$ cat src/rtl/parity_frame_pkg.sv
// rtl/parity_frame_pkg.sv - state encoding and parity mode constants for the frame transmitter
package parity_frame_pkg;

    typedef enum logic [2:0] {
        ST_IDLE   = 3'd0,
        ST_START  = 3'd1,
        ST_DATA   = 3'd2,
        ST_PARITY = 3'd3,
        ST_STOP   = 3'd4
    } state_e;

    localparam logic MODE_EVEN = 1'b0;
    localparam logic MODE_ODD  = 1'b1;

endpackage

$ cat src/rtl/parity_calc.sv
// rtl/parity_calc.sv - combinational even/odd parity of one data word
module parity_calc
    import parity_frame_pkg::*;
#(
    parameter int DATA_W = 8
) (
    input  logic [DATA_W-1:0] data_i,
    input  logic              mode_i,
    output logic              parity_o
);

    // Odd mode inverts the XOR-reduction so the total count of ones becomes odd.
    assign parity_o = (mode_i == MODE_ODD) ? ~^data_i :
                      (mode_i == MODE_EVEN) ? ^data_i : 1'b0;

endmodule

$ cat src/rtl/parity_frame_tx.sv
// rtl/parity_frame_tx.sv - serial frame transmitter: start, data LSB first, parity, stop
module parity_frame_tx
    import parity_frame_pkg::*;
#(
    parameter int DATA_W       = 8,
    parameter int CLKS_PER_BIT = 4
) (
    input  logic              clk,
    input  logic              rst,
    input  logic [DATA_W-1:0] in_data,
    input  logic              in_valid,
    input  logic              mode,
    output logic              in_ready,
    output logic              tx,
    output logic              busy,
    output logic              frame_done
);

    localparam int TW = (CLKS_PER_BIT > 1) ? $clog2(CLKS_PER_BIT) : 1;
    localparam int BW = (DATA_W > 1) ? $clog2(DATA_W) : 1;
    localparam logic [TW-1:0] T_LAST = TW'(CLKS_PER_BIT - 1);
    localparam logic [BW-1:0] B_LAST = BW'(DATA_W - 1);

    state_e              state_q;
    logic [TW-1:0]       timer_q;
    logic [BW-1:0]       bit_idx_q;
    logic [DATA_W-1:0]   shift_q;
    logic                parity_q;
    logic                tx_q;
    logic                in_ready_q;
    logic                busy_q;
    logic                frame_done_q;

    logic                calc_parity;
    logic                timer_done;
    logic                stop_penult;
    logic [DATA_W-1:0]   shift_d;

    parity_calc #(.DATA_W(DATA_W)) u_parity_calc (
        .data_i   (in_data),
        .mode_i   (mode),
        .parity_o (calc_parity)
    );

    assign timer_done  = (timer_q == T_LAST);
    // Next cycle is the last one of the stop bit, so the pulse lands in it.
    assign stop_penult = ((int'(timer_q) + 2) == CLKS_PER_BIT);
    assign shift_d     = shift_q >> 1;

    always_ff @(posedge clk) begin
        if (rst) begin
            state_q      <= ST_IDLE;
            timer_q      <= '0;
            bit_idx_q    <= '0;
            shift_q      <= '0;
            parity_q     <= 1'b0;
            tx_q         <= 1'b1;
            in_ready_q   <= 1'b1;
            busy_q       <= 1'b0;
            frame_done_q <= 1'b0;
        end else begin
            case (state_q)
                ST_IDLE: begin
                    frame_done_q <= 1'b0;
                    if (in_valid && in_ready_q) begin
                        shift_q    <= in_data;
                        parity_q   <= calc_parity;
                        timer_q    <= '0;
                        state_q    <= ST_START;
                        tx_q       <= 1'b0;
                        in_ready_q <= 1'b0;
                        busy_q     <= 1'b1;
                    end
                end
                ST_START: begin
                    if (timer_done) begin
                        timer_q   <= '0;
                        bit_idx_q <= '0;
                        state_q   <= ST_DATA;
                        tx_q      <= shift_q[0];
                    end else begin
                        timer_q <= timer_q + 1'b1;
                    end
                end
                ST_DATA: begin
                    if (timer_done) begin
                        timer_q <= '0;
                        if (bit_idx_q == B_LAST) begin
                            state_q <= ST_PARITY;
                            tx_q    <= parity_q;
                        end else begin
                            bit_idx_q <= bit_idx_q + 1'b1;
                            shift_q   <= shift_d;
                            tx_q      <= shift_d[0];
                        end
                    end else begin
                        timer_q <= timer_q + 1'b1;
                    end
                end
                ST_PARITY: begin
                    if (timer_done) begin
                        timer_q      <= '0;
                        state_q      <= ST_STOP;
                        tx_q         <= 1'b1;
                        frame_done_q <= (CLKS_PER_BIT == 1);
                    end else begin
                        timer_q <= timer_q + 1'b1;
                    end
                end
                ST_STOP: begin
                    if (timer_done) begin
                        timer_q      <= '0;
                        state_q      <= ST_IDLE;
                        frame_done_q <= 1'b0;
                        in_ready_q   <= 1'b1;
                        busy_q       <= 1'b0;
                    end else begin
                        timer_q      <= timer_q + 1'b1;
                        frame_done_q <= stop_penult;
                    end
                end
                default: begin
                    state_q      <= ST_IDLE;
                    timer_q      <= '0;
                    tx_q         <= 1'b1;
                    in_ready_q   <= 1'b1;
                    busy_q       <= 1'b0;
                    frame_done_q <= 1'b0;
                end
            endcase
        end
    end

    assign tx         = tx_q;
    assign in_ready   = in_ready_q;
    assign busy       = busy_q;
    assign frame_done = frame_done_q;

endmodule

$ cat config.mk
export PLATFORM = sky130hd
export DESIGN_NAME = parity_frame_tx
export DESIGN_NICKNAME = d
export VERILOG_FILES = /design/src/rtl/parity_frame_pkg.sv /design/src/rtl/parity_calc.sv /design/src/rtl/parity_frame_tx.sv
export SDC_FILE = /design/constraint.sdc
export NUM_CORES = 1
export LEC_CHECK = 0
export CORE_MARGIN = 2
export CORE_UTILIZATION = 40
export DETAILED_ROUTE_END_ITERATION = 7
export PLACE_DENSITY = 0.75
export SYNTH_ARGS = -nofsm -noshare
export SYNTH_HDL_FRONTEND = slang
export SYNTH_SLANG_ARGS = --single-unit
$ cat constraint.sdc
create_clock -name clk -period 1.6 [get_ports clk]
set_input_delay 0.32 -clock clk [delete_from_list [all_inputs] [get_ports clk]]
set_output_delay 0.32 -clock clk [all_outputs]
set_load 0.02 [all_outputs]
Yosys cells after proc, flatten, opt, wreduce, memory -nomap -nowiden
Index checks and enable logic that the tools add are counted.

storage, ports and cells
  register bits = 21
  word-level logic and storage cells = 75

cells by class
  add/sub/neg operators = 3
  equal/unequal tests = 14
  multiplexer cells = 30
  bitwise logic cells = 3
  reduce and logical (&&, ||, !) cells = 16

operator list
  operator                                                               number
  3-bit two-way mux                                                      8
  8-bit two-way mux                                                      3
  8-bit case mux with 2 select lines                                     1
  3-bit case mux with 5 select lines                                     1
  2-bit != test, second input constant                                   7
  3-bit equality test, second input constant                             3
  1-bit two-way mux                                                      9
  1-bit case mux with 3 select lines                                     3
  4-bit AND reduction                                                    2
  8-bit XNOR reduction                                                   1
  8-bit XOR reduction                                                    1
  3-bit by 2-bit equality test with 1-bit output, second input constant  2
  3-bit case mux with 2 select lines                                     1
  6-bit AND reduction                                                    1
  1-bit case mux with 5 select lines                                     1
  5-bit AND reduction                                                    1
  2-bit two-way mux                                                      2
  2-bit case mux with 2 select lines                                     1
  2-bit AND reduction                                                    2
  2-bit nonzero test                                                     2
  4-bit OR reduction                                                     1
  2-bit by 2-bit adder with 3-bit output, second input constant          1
  3-bit by 1-bit adder with 3-bit output, second input constant          1
  3-bit by 1-bit equality test with 1-bit output, second input constant  1
  other kinds (8)                                                        10

Longest topological paths before layout
  word-level depth = 4
  gate-level depth with buffers = 7
  depth with buffers taken out = 6

Cells and area by module
Synthesis repeated with hierarchy kept, for this count alone.

unflattened totals
  cells, all modules = 134
  area total of the unflattened synthesis = 1290.0 µm²

by module, submodules not included
  module           instances  cells an instance  area an instance (µm²)
  parity_frame_tx  1          127                1207.4
  parity_calc      1          7                  82.6

Least setup slack after synthesis
No wires, ideal clock.

  path type = register to register
  start = reg bit_idx_q[0]
  end = reg shift_q[3]
  arrival time = 1.584 ns
  required time = 1.521 ns
  path slack = -0.064 ns
  cell stages (with the launch flop) = 8
  path buffers = 1
  clock period less this slack = 1.664 ns
  path through = dfxtp_1 ha_1 ha_1 nand3b_4 a211oi_4 buf_6 nor2_1 a211oi_2

on the way
  word-level cells in the longest chain between the ends = 3

ends and longest elaborated chain
  element                               RTL line               source
  from (decl)                           parity_frame_tx.sv:26  logic [BW-1:0] bit_idx_q;
  from (signal assigned)                parity_frame_tx.sv:92  bit_idx_q <= bit_idx_q + 1'b1;
  3-bit equality test                   parity_frame_tx.sv:88  if (bit_idx_q == B_LAST) begin
  2-bit != test (no source line)        --
  4-bit AND reduction (no source line)  --
  to (signal assigned)                  parity_frame_tx.sv:66  shift_q <= in_data;
  to (signal assigned)                  parity_frame_tx.sv:93  shift_q <= shift_d;
  to (decl)                             parity_frame_tx.sv:27  logic [DATA_W-1:0] shift_q;

Every way passes these cells.
A chain may end at the register's enable or synchronous reset.

Worst setup path in the final report
  start = reg bit_idx_q[0]
  end = reg shift_q[7]

The elaborated chain is that of the path after synthesis.

==> flow_summary.yaml <==
global_route:
  antenna_found_initial: 0
  grt_usage_pct: 17.7
  grt_pass1_wl_um: 4730
  grt_overflow_total: 0
  grt_pass1_vias: 1090
  grt_max_degree: 22
floorplan:
  ios: 16
  start_util_pct: 42.6
  die-width_um: 58.7
  std_cell_rows: 19
  die_h_um: 58.7
  die_area_um2: 3440
  core_um2: 2810
final_layout:
  area_growth_pct: 36.4
  antenna_cells: 0
  instances_no_fill: 187
  post-route-util_pct: 58.2
  fin_nets: 173
  finish.instance_area_um2: 1630
  layout-drive-gt1-share_pct: 32.7
worst_setup_path:
  critPathKind: "flop to flop"
  worst-path-buf-inv: 1
  critPathMostFrequentCell: "ha_4"
  crit_start: "bit_idx_q[0]"
  crit_arrival_ns: 1.78
  slowest_stage: "dfxtp_2"
  critPathMaxFanout: 6
  slowest_delay_ns: 0.35
  critical-path-top-delay-family: "flip-flops"
  path_cells: "ha_4 -> ha_4 -> nand3b_4 -> a211oi_4 -> buf_6 -> nand2b_4 -> a21oi_2"
  cp-end-kind: "flop"
  worstReg2RegEnd: "shift_q[7]"
  rrSetupSlack_ns: 0.03
  r2r-start: "bit_idx_q[0]"
  path_depth: 7
  critPathRequiredTime_ns: 1.81
  worst_setup_path_start_kind: "flop"
  crit_path_end: "shift_q[7]"
  r2r_cells: 7
synth:
  syn_area_per_cell_um2: 9.49
  yosysMostFrequentCell: "dfxtp_1"
  synth_commonest_cells: "dfxtp_1, nor2_1, a21oi_1, nand2_1, mux2i_1"
  synth_area_leader_cell: "dfxtp_1"
  synth.distinct_cells: 40
  synth_nets: 142
  syn_area_um2: 1200
  synthArstFlopShare_pct: 0
  synth-main-ff-cell: "dfxtp_1"
  ys_warn_count: 0
  synth_top_area_share_pct: 35.1
  synth_edf_count: 0
  synth_cells: 126
  yosys-top-cells-area: "dfxtp_1, mux2i_1, nor2_1"
  synth.ff_latch_count: 21
  seq_area_frac_synth_pct: 35.1
clock_network:
  cts.htree.levels: 1
  clockRootBuffer: "clkbuf_4"
  clock_latency_ns: 0.30
  clock_sinks: 21
  cts_tree: "done"
  cts_buffer_depth: 2
  numCtsBuffers: 3
  path_clk_slew_ns: 0.12
  hold_buffers: 0
sta:
  skew_ns: 0.00338
  timing.setup.tns_ns: 0
  tightest_slew_ns: 0.328
  setup_violations: 0
  finalHoldViolCount: 0
  max_freq_ghz: 0.636
  grt_setup_unrepaired: "true"
  finalCriticalPeriod_ns: 1.57
  slew_viol_final: 0
  slew_headroom_pct: 78.1
  fin_crit_sh_pct: 98.2
power_and_ir_drop:
  p_leak_nw: 0.657
  pwr_density_cell_nw_per_um2: 701
  ir_drop_mv: 0.471
route:
  routed_via_density: 5.56
  wl_per_cell_um: 14.3
  routed_wl_um: 2670
  first_pass_iters: 4
  drt_iter0_markers: 28
  route.detailed.drc: 0
  vias: 1040
  postRouteAntennaNets: 0
place:
  place_hpwl_um: 1780
  placedCellCount: 179
  gp_congestion: 0.826
  placed_area_um2: 1470
  portBuffers: 15
status:
  status: "complete, no violations"
job:
  cap_violations: 0
worst_hold_path:
  hold_class: "flop to flop"
-- state kept, by name, summed over array words and instances, names as in the netlist --
register	cells
bit_idx_q	3
busy	1
frame_done	1
in_ready	1
parity_q	1
shift_q	8
state_q	3
timer_q	2
tx	1
-- cells by family after synthesis --
group           count (synthesis)  synth area share, %
compound gates                 30                 19.6
xor+xnor                        7                 6.28
fa+ha+maj                       4                 4.18
buf+inv                        10                 5.65
flops                          21                 35.1
mux                             9                 7.64
simple gates                   45                 21.5
-- where the power goes --
group | leakage [nW] | total (mW) | internal [mW] | switching (mW)
registers | 0.174 | 0.592 | 0.560 | 0.0321
logic | 0.468 | 0.289 | 0.156 | 0.133
clock network | 0.0150 | 0.262 | 0.0973 | 0.165
total | 0.657 | 1.14 | 0.813 | 0.330
-- how the worst min path moves through the flow --
stage	cells after the start	start	slack [ns]	end
2_1_floorplan	2	bit_idx_q[1]	0.44	bit_idx_q[1]
3_3_place_gp	2	bit_idx_q[1]	0.44	bit_idx_q[1]
3_5_place_dp	2	bit_idx_q[1]	0.46	bit_idx_q[1]
4_1_cts	2	bit_idx_q[1]	0.49	bit_idx_q[1]
5_1_grt	2	bit_idx_q[1]	0.50	bit_idx_q[1]
6_report	2	bit_idx_q[1]	0.49	bit_idx_q[1]
-- layout make-up --
class / instances / area, µm²
Timing Repair Buffer: 34 / 335
Fill cell: 235 / 1170
Sequential cell: 21 / 424
Clock buffer: 4 / 26.3
Tap cell: 31 / 38.8
Inverter: 2 / 7.51
Multi-Input combinational cell: 95 / 800
-- cells in the final DEF, fill, tap and decap left out, drive strengths merged --
cell type      Yosys  routed
and2b              1       1
o32a               1       1
a21oi              9       9
nor2b              3       3
o21a               1       1
a211o              1       1
nand3              1       1
inv                2       2
o2111ai            2       2
or3                1       1
nor2              17      17
dlygate4sd2        0       1
xnor3              1       1
clkdlybuf4s50      0      11
dfxtp             21      21
buf                5      19
nor3               2       2
mux2               1       1
a211oi             8       8
dlymetal6s2s       0       3
mux2i              8       8
nor3b              2       2
xor2               3       3
a32oi              2       2
o221ai             1       1
o31ai              1       1
a31oi              1       1
nand4b             1       1
o21ai              2       2
xnor2              3       3
nand3b             5       5
nand2              9       9
clkbuf             3       4
o21bai             1       1
or3b               1       1
ha                 4       4
nand2b             2       2
-- metal layers --
layer,routed length (µm),GRT usage [%],part of all wire [%]
met2,1310,30.3,49
met1,1270,22.2,48
met3,53,2.42,2.0
met5,0,0,0
met4,34,7.79,1.3
-- stage by stage --
| stage | setup slack [ns] | total power [mW] | hold slack [ns] |
|---|---|---|---|
| 5_1_grt | -0.0461 | 1.20 | 0.499 |
| 3_5_place_dp | -0.237 | 0.850 | 0.457 |
| 2_1_floorplan | 0.00739 | 0.751 | 0.436 |
| 6_report | 0.0282 | 1.14 | 0.486 |
| 4_1_cts | -0.0716 | 1.15 | 0.490 |
| 3_3_place_gp | -0.179 | 0.842 | 0.445 |
-- tightest hold or removal path, stage by stage, from the launching register on --
cell and delay (ns):
dfxtp_2 0.35, nand2_1 0.05, a21oi_1 0.05
-- what timing repair did --
item | 4_1_cts | 5_1_grt
cloned | 1 | 0
resized for setup | 16 | 14
setup endpoints to repair | 11 | 13
hold endpoints to repair | 0 | 0
buffers inserted | 4 | 0
pin swaps | 3 | 10
Power figures use the tool's default switching activity.
==> RTL change (same settings) <==
Reset style: asynchronous (`rst`), changed in one clocked block.
--- a/src/rtl/parity_frame_tx.sv
+++ b/src/rtl/parity_frame_tx.sv
@@ -49,3 +49,3 @@
 
-    always_ff @(posedge clk) begin
+    always_ff @(posedge clk or posedge rst) begin
         if (rst) begin
Formal check against the unedited RTL: differs if rst is asserted again (counterexample within 4 cycles, from zero or initial values and one cycle with rst high); with rst held inactive, the same outputs for 10 cycles.
==> RTL change against the original RTL <==
The flow now finishes with violations (negative setup slack). Area after synthesis increased by 4.1%. Routed wire length decreased by 1.4%. Non-clock buffer count increased by 1. Worst setup slack got worse by 0.17 ns. Sequential cell count unchanged. Critical path depth unchanged. Cell area increased by 2.5%. Critical path type unchanged.
Power is not compared: it rests on default switching activity, and its combinational part moved more than twofold at a synthesized area within 25%.
==> RTL change: results (changes against the original RTL) <==
GRT Util Overall 0.1688 (-0.008215); violated checks negative setup slack; run status finished, violations left; H-tree depth 1 (unchanged); final worst setup slack -0.1462 ns (-0.1744 ns); Netlist cell types 36 (-10%); syn nets 138 (-2.8%); Post-DP HPWL 1926 µm (+8.2%); Largest stage delay, worst path 0.41 ns (+0.06 ns); post-synthesis async set-or-reset flop share 1.000 (+1.000); Reg clk slew, reported paths 0.12 ns (about the same); vias per inst 5.321 (-4.3%); largest net degree at the start of global routing 22 (unchanged); Max Clock Skew 0.005282 ns (+0.001906 ns); RePlAce Congestion 0.8078 (-2.2%); CP endpoint shift_q[2]; first-pass GRT wire length 4519 µm (-4.4%); Final nets 171 (-1.2%); top cells by count, synth dfrtp_1, inv_1, nand3b_1, o21ai_0; CTS Buffer Depth 2 (unchanged); worst vdd ir 0.9843 mV; top flop regs shift_q (8), bit_idx_q (3), state_q (3); Rel. slew slack 0.7810 (about the same); # fillers 273 (+16%); largest cells by area after synthesis dfrtp_1, a2bb2oi_1, xnor2_1; drt first pass iters 4 (unchanged); reg2reg end shift_q[2]; CTS Buf Count 3 (unchanged); vias in the first global route 1001 (-8.2%); DRT iter0 DRCs 35 (+25%); leakage 0.7578 nW; final hold vios 0 (unchanged); latest clock arrival within the worst-skew pair 0.31 ns; count of final setup violators 8 (+8); Data arrival, critical path 2.00 ns (+0.22 ns); warnings from Yosys 0 (unchanged); register area share after synthesis 0.4241 (+0.07266); Worst path top cell family by delay compound AO/OA/AOI/OAI gates; Hold Crit Class in -> async; # diodes 0 (unchanged); Port Buf Inserts 15 (unchanged); Top FF cell, synth dfrtp_1; Setup TNS Final -0.8387 ns (-0.8387 ns); drt total wl 2630 µm (-1.4%); CP max-delay cell dfrtp_1; layout cells sized above 1 0.2987 (-0.02822); antenna violations before repair 0 (unchanged); root buf cell clkbuf_4; worst-path maximum fanout 3 (-3); Worst setup startpoint bit_idx_q[1]
-- RTL change: cell types whose count changed after synthesis, moves of 5 or more --
cell	before	now
o21ai_0	1	8
nor2_1	16	6
dfrtp_1	0	19
a21oi_1	9	4
a2bb2oi_1	0	7
dfxtp_1	21	0
mux2i_1	8	2
inv_1	2	8
-- RTL change: how the worst min path moves through the flow --
stage,end,slack (ns)
global placement,busy,0.46
floorplan,bit_idx_q[0],0.30
global route,shift_q[2],0.35
detailed placement,busy,0.47
finish,shift_q[3],0.31
CTS,shift_q[3],0.33
-- RTL change: cells by family (layout without fill, tap and decap cells) --
kind of cell | after synthesis | in the layout | synth area share
flip-flops | 21 | 21 | 0.4241
AO/OA/AOI/OAI | 33 | 33 | 0.1930
multiplexers | 5 | 5 | 0.04321
AND/OR/NAND/NOR | 35 | 35 | 0.1709
buffers and inverters | 15 | 47 | 0.05427
adder cells (fa/ha/maj) | 4 | 4 | 0.04020
XOR/XNOR | 9 | 9 | 0.07437
-- RTL change: where the power goes --
part	internal (W)	leakage (nW)	switching, W
clock network	0.0000935	0.0177	0.000172
logic	0.000963	0.487	0.000816
registers	0.000783	0.253	0.000210
-- RTL change: metrics by stage --
stage | total power, W | worst slack [ns] | cell area [µm²] | hold WS, ns | cells
floorplan | 0.002020 | -0.09957 | 1267 | 0.2950 | 122
global placement | 0.002432 | -0.2670 | 1534 | 0.4586 | 178
detailed placement | 0.002495 | -0.3170 | 1534 | 0.4688 | 178
CTS | 0.002795 | -0.1330 | 1585 | 0.3287 | 184
global route | 0.003273 | -0.2067 | 1673 | 0.3490 | 187
finish | 0.003038 | -0.1462 | 1673 | 0.3126 | 187
-- RTL change: worst register-to-register path, stage by stage, from the launching register on --
cell and delay (ns):
dfrtp_1 0.41, ha_2 0.20, ha_4 0.15, nand2b_4 0.14, a211oi_4 0.22, a21boi_4 0.26
buf_4 0.17, a2bb2oi_2 0.13
-- RTL change: area by class of cell --
type / count / area (µm²) / share of cell area
clock inverter: 1 / 5.005 / 0.002992
timing repair buffer: 35 / 314.1 / 0.1877
multi-input combinational: 86 / 732.0 / 0.4375
sequential: 21 / 528.0 / 0.3156
inverter: 8 / 30.03 / 0.01795
clock buffer: 3 / 22.52 / 0.01346
tap: 33 / 41.29 / 0.02468
-- RTL change: layer usage --
metal | GRT usage | share of wire | vias up
li1 | - | - | 495
met1 | 0.2025 | 0.43 | 474
met2 | 0.2950 | 0.51 | 22
met3 | 0.04762 | 0.042 | 4
met4 | 0.04444 | 0.015 | 0
met5 | 0 | 0 | -
-- RTL change: repair_timing --
item	4_1_cts	5_1_grt
cloned	0	0
setup endpoints to repair	13	13
buffers inserted	2	3
pin swaps	2	7
resized for setup	6	12
hold buffers	0	0
